===== config.mk =====
export PLATFORM = sky130hd
export DESIGN_NAME = filterbank_sequencer
export DESIGN_NICKNAME = d
export VERILOG_FILES = /design/src/rtl/filterbank_sequencer.sv
export SDC_FILE = /design/constraint.sdc
export NUM_CORES = 1
export LEC_CHECK = 0
export ABC_CLOCK_PERIOD_IN_PS = 1500
export BUFFER_PORTS_ARGS = -buffer_cell sky130_fd_sc_hd__buf_2
export CAP_MARGIN = 10
export CORE_MARGIN = 5
export CORE_UTILIZATION = 46
export CTS_CLUSTER_DIAMETER = 100
export DETAILED_ROUTE_END_ITERATION = 10
export GPL_ROUTABILITY_DRIVEN = 0
export PLACE_DENSITY = 0.78
export SYNTH_ARGS = -nofsm -noshare
export SYNTH_HDL_FRONTEND = slang
export SYNTH_SLANG_ARGS = --single-unit

===== constraint.sdc =====
create_clock -name clock -period 1.5 [get_ports clock]
set_input_delay 0.075 -clock clock [delete_from_list [all_inputs] [get_ports clock]]
set_output_delay 0.075 -clock clock [all_outputs]
set_load 0.02 [all_outputs]

===== src/rtl/filterbank_sequencer.sv =====
// rtl/filterbank_sequencer.sv - sample/phase sequencer for the 16-channel serial filterbank MAC
// Optional overrun counter port enabled by defining FBSEQ_OVERRUN_CNT_EN.
module filterbank_sequencer #(
    parameter int DATA_W     = 13,
    parameter int NUM_PHASES = 60,
    parameter int PHASE_W    = 6
) (
    input  logic               clock,
    input  logic               reset,
    input  logic               clk_enable,
    input  logic               in_valid,
    output logic               in_ready,
    input  logic [DATA_W-1:0]  in_data,
    output logic [DATA_W-1:0]  sample_out,
    output logic               shift_en,
    output logic [PHASE_W-1:0] phase,
    output logic               acc_clr,
    output logic               acc_en,
    output logic               phase_last,
    output logic               out_valid,
    input  logic               out_ready,
    output logic               busy
`ifdef FBSEQ_OVERRUN_CNT_EN
    ,
    output logic [15:0]        overrun_cnt
`endif
);

    typedef enum logic [1:0] {
        IDLE = 2'd0,
        MAC  = 2'd1,
        DUMP = 2'd2
    } state_t;

    localparam logic [PHASE_W-1:0] LAST_PHASE = PHASE_W'(NUM_PHASES - 1);

    state_t state;

    always_ff @(posedge clock) begin
        if (!reset) begin
            state      <= IDLE;
            phase      <= '0;
            sample_out <= '0;
        end else if (clk_enable) begin
            case (state)
                IDLE: begin
                    if (in_valid) begin
                        sample_out <= in_data;
                        phase      <= '0;
                        state      <= MAC;
                    end
                end
                MAC: begin
                    if (phase == LAST_PHASE) begin
                        phase <= '0;
                        state <= DUMP;
                    end else begin
                        phase <= phase + 1'b1;
                    end
                end
                DUMP: begin
                    if (out_ready) state <= IDLE;
                end
                default: state <= IDLE;
            endcase
        end
    end

    // Enables are gated by clk_enable so a frozen cycle never shifts or accumulates.
    assign in_ready   = (state == IDLE) & clk_enable & reset;
    assign acc_en     = (state == MAC) & clk_enable;
    assign shift_en   = acc_en & (phase == '0);
    assign acc_clr    = shift_en;
    assign phase_last = (state == MAC) & (phase == LAST_PHASE);
    assign out_valid  = (state == DUMP);
    assign busy       = (state != IDLE);

`ifdef FBSEQ_OVERRUN_CNT_EN
    always_ff @(posedge clock) begin
        if (!reset) begin
            overrun_cnt <= '0;
        end else if (in_valid & ~in_ready & clk_enable & (overrun_cnt != 16'hFFFF)) begin
            overrun_cnt <= overrun_cnt + 16'd1;
        end
    end
`endif

endmodule


# Yosys cells after proc, flatten, opt, wreduce, memory -nomap -nowiden
# Index checks and enable logic that the tools add are counted.
# W data, S select, Z words.
# op_classes
reduce_logical	7
addsub	1
mux	7
n_eq_ne	6
n_bitwise	5
# ops
operator	n
$mux W6	2
$pmux W6 S2	1
$add A6 B1 Y6 const B	1
$eq A6 B6 Y1 const B	1
$logic_not A6 Y1	1
$mux W2	3
$pmux W2 S3	1
$reduce_and A3 Y1	2
$and A1 B1 Y1	5
$ne A2 B1 Y1 const B	2
$reduce_and A4 Y1	1
$reduce_bool A2 Y1	2
$eq A2 B1 Y1 const B	1
$eq A2 B2 Y1 const B	1
$logic_not A2 Y1	1
$ne A2 B2 Y1 const B	1
# word_totals
word_cells	29
regBits	21
out_inout_bits	26
inputBits	18

# Depth between registers and ports, before layout
# depth
depth_word	3
ltp_mapped	6

# Least setup slack after synthesis
# No wires, ideal clock.
# synth_timing
kind	flip-flop to flip-flop
start	reg phase[0]
end	reg phase[0]
synth_period_minus_slack_ns	1.524
arrival_time_ns	1.400
slack_ns	-0.024
stages_incl_launch_ff	6
setup_ns	0.124
cell_sequence	dfxtp_1 > ha_1 > nand2_1 > o31a_1 > o31ai_4 > nor2_1
# synth_via
elab_chain_cells	3
# synth_lines
item	line_no	text
start, declared	16	output logic [PHASE_W-1:0] phase,
start signal, assigned	58	phase <= phase + 1'b1;
$add A6 B1 Y6 / $eq A6 B6 Y1 (equally long branches)	58, 54	
$mux W6 (*)	54	if (phase == LAST_PHASE) begin
$pmux W6 S2 (*)	45	case (state)
# Mark *: on every way between the ends. The rest lies on a longest branch, timed or not.
# A chain may end at the register's enable or synchronous reset.

# Final worst setup path
# layout_timing
start	reg state[1]
end	out phase_last
# layout_via
elab_chain_cells	2
# layout_lines
item	line_no	text
start, declared	37	state_t state;
start signal, assigned	41	state <= IDLE;
start signal, assigned	50	state <= MAC;
start signal, assigned	56	state <= DUMP;
$eq A2 B1 Y1	74	assign phase_last = (state == MAC) & (phase == LAST_PHASE);
$and A1 B1 Y1	74	
end, declared	19	output logic phase_last,
# No other way between the ends.

==> metrics.md <==
| Metric | Value |
|---|---|
| Number of synthesized flops with an enable pin | 0 |
| Sequential cell area | 433 um^2 |
| Min Tclk post-route | 1540 ps |
| WP buf/inv | 2 |
| Ranking of synthesized cells by area | dfxtp_1 (42%), nand2_1 (11%), a21boi_1 (7.5%) |
| Clock power share | 23.1% |
| Sequential share of the synthesized area | 42.0% |
| Psw | 0.337 mW |
| I/O Pins | 44 |
| FP Rows | 16 |
| Initial antenna violation count | 0 |
| Clk pin slew, worst setup/hold paths | 110 ps |
| CTS tree | built |
| Post-Route Setup TNS | -56.1 ps |
| Final Hold Viols | 0 |
| Period Utilization, post-route | 103% |
| Synth Cell Area | 1000 um^2 |
| Die H | 56.6 um |
| Synth area leader | dfxtp_1 |
| Starting DRC count in detailed routing | 14 |
| Pre-CTS setup slack | 52.4 ps |
| Crit-path max FO | 5 |
| Area of the multi-input gates | 591 um^2 |
| Horiz. Die Dim | 56.6 um |
| Die area | 3210 um^2 |
| CP Capture Point | phase_last |
| TritonCTS buffer count | 3 |
| P&R area growth vs syn | 45.9% |
| Largest net degree at the start of global routing | 19 |
| PortBufs | 43 |
| Post-DP HPWL | 1.69 mm |
| Main synth FF type | dfxtp_1 |
| Antenna diodes | 0 |
| Max-slew violation count | 0 |
| #FFs+latches synth | 21 |
| Synthesized net count | 134 |
| Final antenna-violating net count | 0 |
| Max clock buf depth | 2 |
| Worst Hold Class | in2reg |
| Overall routing resource usage | 14.2% |
| CP top delay family | simple AND/OR/NAND/NOR gates |
| WP data arrival | 1460 ps |
| Critical path depth | 4 |
| FMAX | 650 MHz |
| Top-count cell post-synth | nand2_1 |
| Worst r2r dst | phase[4] |
| Switching Share | 29.3% |
| Global-route wire length before repair | 3.75 mm |
| Largest stage delay, worst path | 370 ps |
| Status | complete, but fails checks |
| Max-cap violations | 0 |
| Clock root buffer | clkbuf_4 |
| WP data required | 1420 ps |
| Number of global-route vias before repair | 866 |
| FILL cells | 147 |
| H-Tree Depth | 1 |
| Startpoint Class | flop |
| Initial core utilization | 49.5% |
| Pleak | 0.661 nW |
| PnR worst setup slack | -39.3 ps |
| Reg power frac | 52.7% |
| Cell-internal power | 0.811 mW |
| Layout Skew | 3.09 ps |
| Failing checks | setup timing |
| Yosys top cell area share | 42.0% |
| Share of cells above drive strength 1 | 44.4% |
| Gr ovfl total | 0 |
| Async set-reset flop share out of synthesis | 0% |
| Flop-to-flop setup slack | -10 ps |
| Synth top cells by count | nand2_1 (28), dfxtp_1 (21), a21boi_1 (10) |
| Synth Warn # | 0 |
| CORE AREA | 2020 um^2 |
| # nets final | 190 |
| DRT Pass-1 Iters | 4 |
| Avg Vias per Cell | 4.91 |
| Syn Inst Count | 114 |
| Gate power share | 24.1% |
| Detailed Route WL | 2.64 mm |
| Routed len/inst | 13.5 um |
| Worst setup path startpoint | state[1] |
| Pwr dens | 786 nW/um^2 |
| Drc violations | 0 |
| Slowest cell on crit path | dfxtp_4 |
| Register-to-Register Path Depth | 5 |
| Relative slew slack | 69.4% |
| Total number of vias | 962 |
| Setup violations, final | 5 |
| Crit end category | primary output |
| R2r startpoint | phase[1] |
| Worst vdd ir | 0.588 mV |
| Syn avg cell area | 8.78 um^2 |
| Crit Path Class | reg2out |
| Crit path cell chain | and2b_4 > inv_2 > nor4_4 > buf_4 |
| RSZ-0062 raised after global routing | true |
| Netlist cell types | 31 |
| Worst slew pin tran | 459 ps |
| Clk_lat worst skew | 290 ps |
| Clk sink count | 21 |
-- stage by stage --
step                cells  power, mW  utilization [%]  hold WS (ps)  cell area, um^2
global route          196       1.21             72.2          9.61             1460
detailed placement    180      0.853             61.0           319             1230
CTS                   186       1.12             63.9         0.408             1290
finish                196       1.15             72.2          6.78             1460
global placement      180      0.848             61.0           314             1230
floorplan             114      0.775                -           210             1010
-- power groups by stage --
stage	clock network, mW	logic, mW	registers, mW
floorplan	0	0.134	0.641
global placement	0	0.232	0.616
detailed placement	0	0.236	0.618
CTS	0.274	0.242	0.605
global route	0.307	0.298	0.609
finish	0.266	0.277	0.605
-- routing by layer --
layer	vias up	wire length, um	GRT usage (%)
li1	488	-	-
met1	439	1120	17.2
met2	33	1350	23.3
met3	2	162	3.90
met4	0	13	6.10
met5	-	0	0
-- sequential cells by signal (all words and copies together), names as in the netlist --
register,flops
phase,6
sample_out,13
state,2
-- repair_timing --
item                                    CTS  global route
pin swaps                                 1            12
hold endpoints to repair                  1             7
setup buffers                             1             3
endpoints found under the setup margin    3             8
hold buffers                              1             7
gates resized for setup                   7            18
-- logic make-up (layout without fill, tap and decap cells) --
| group | count (synthesis) | after routing | share of synthesized area [%] |
|---|---|---|---|
| buffers and inverters | 11 | 66 | 5.50 |
| XOR/XNOR | 5 | 5 | 4.37 |
| AO/OA/AOI/OAI | 21 | 21 | 17.4 |
| AND/OR/NAND/NOR | 53 | 53 | 27.1 |
| multiplexers | 1 | 1 | 1.12 |
| flip-flops | 21 | 21 | 42.0 |
| adder cells (fa/ha/maj) | 2 | 2 | 2.50 |
-- how the worst min path moves through the flow --
| stage | end | cells past startpoint | start | slack, ps |
|---|---|---|---|---|
| 3_3_place_gp | sample_out[7] | 3 | in_data[7] | 310 |
| 3_5_place_dp | sample_out[1] | 3 | in_data[1] | 320 |
| 6_report | sample_out[8] | 3 | in_data[8] | 7 |
| 2_1_floorplan | sample_out[0] | 2 | in_data[0] | 210 |
| 4_1_cts | sample_out[7] | 3 | in_data[7] | 0.4 |
| 5_1_grt | sample_out[9] | 3 | in_data[9] | 10 |
-- tightest hold or removal path, delay by kind of cell --
family                 cells  cell delay, ps
AND/OR/NAND/NOR            1              50
buffers and inverters      1              90
AO/OA/AOI/OAI              1              50
-- final cells by class --
cell class,instances,area share (%)
multi-input combinational,82,40.4
clock buffer,4,1.80
tap,27,2.31
inverter,5,1.46
timing repair buffer,57,24.3
sequential,21,29.6
-- layout by cell type, fill, tap and decap left out, types with 2 or more instances in the layout --
| master | instances |
|---|---|
| dfxtp_4 | 3 |
| a21boi_1 | 10 |
| buf_6 | 2 |
| inv_2 | 2 |
| nand2_1 | 26 |
| inv_1 | 2 |
| buf_4 | 7 |
| and3_1 | 2 |
| dlygate4sd3_1 | 8 |
| buf_2 | 40 |
| dfxtp_1 | 17 |
| xnor2_1 | 5 |
| ha_4 | 2 |
| a21boi_0 | 4 |
| o31a_1 | 2 |
| nor2_1 | 6 |
| o21ai_0 | 2 |
| nand3_1 | 3 |
| nor3_1 | 2 |
| nand2_2 | 2 |
| clkbuf_4 | 3 |
No activity file was read; power rests on OpenSTA's default activity.
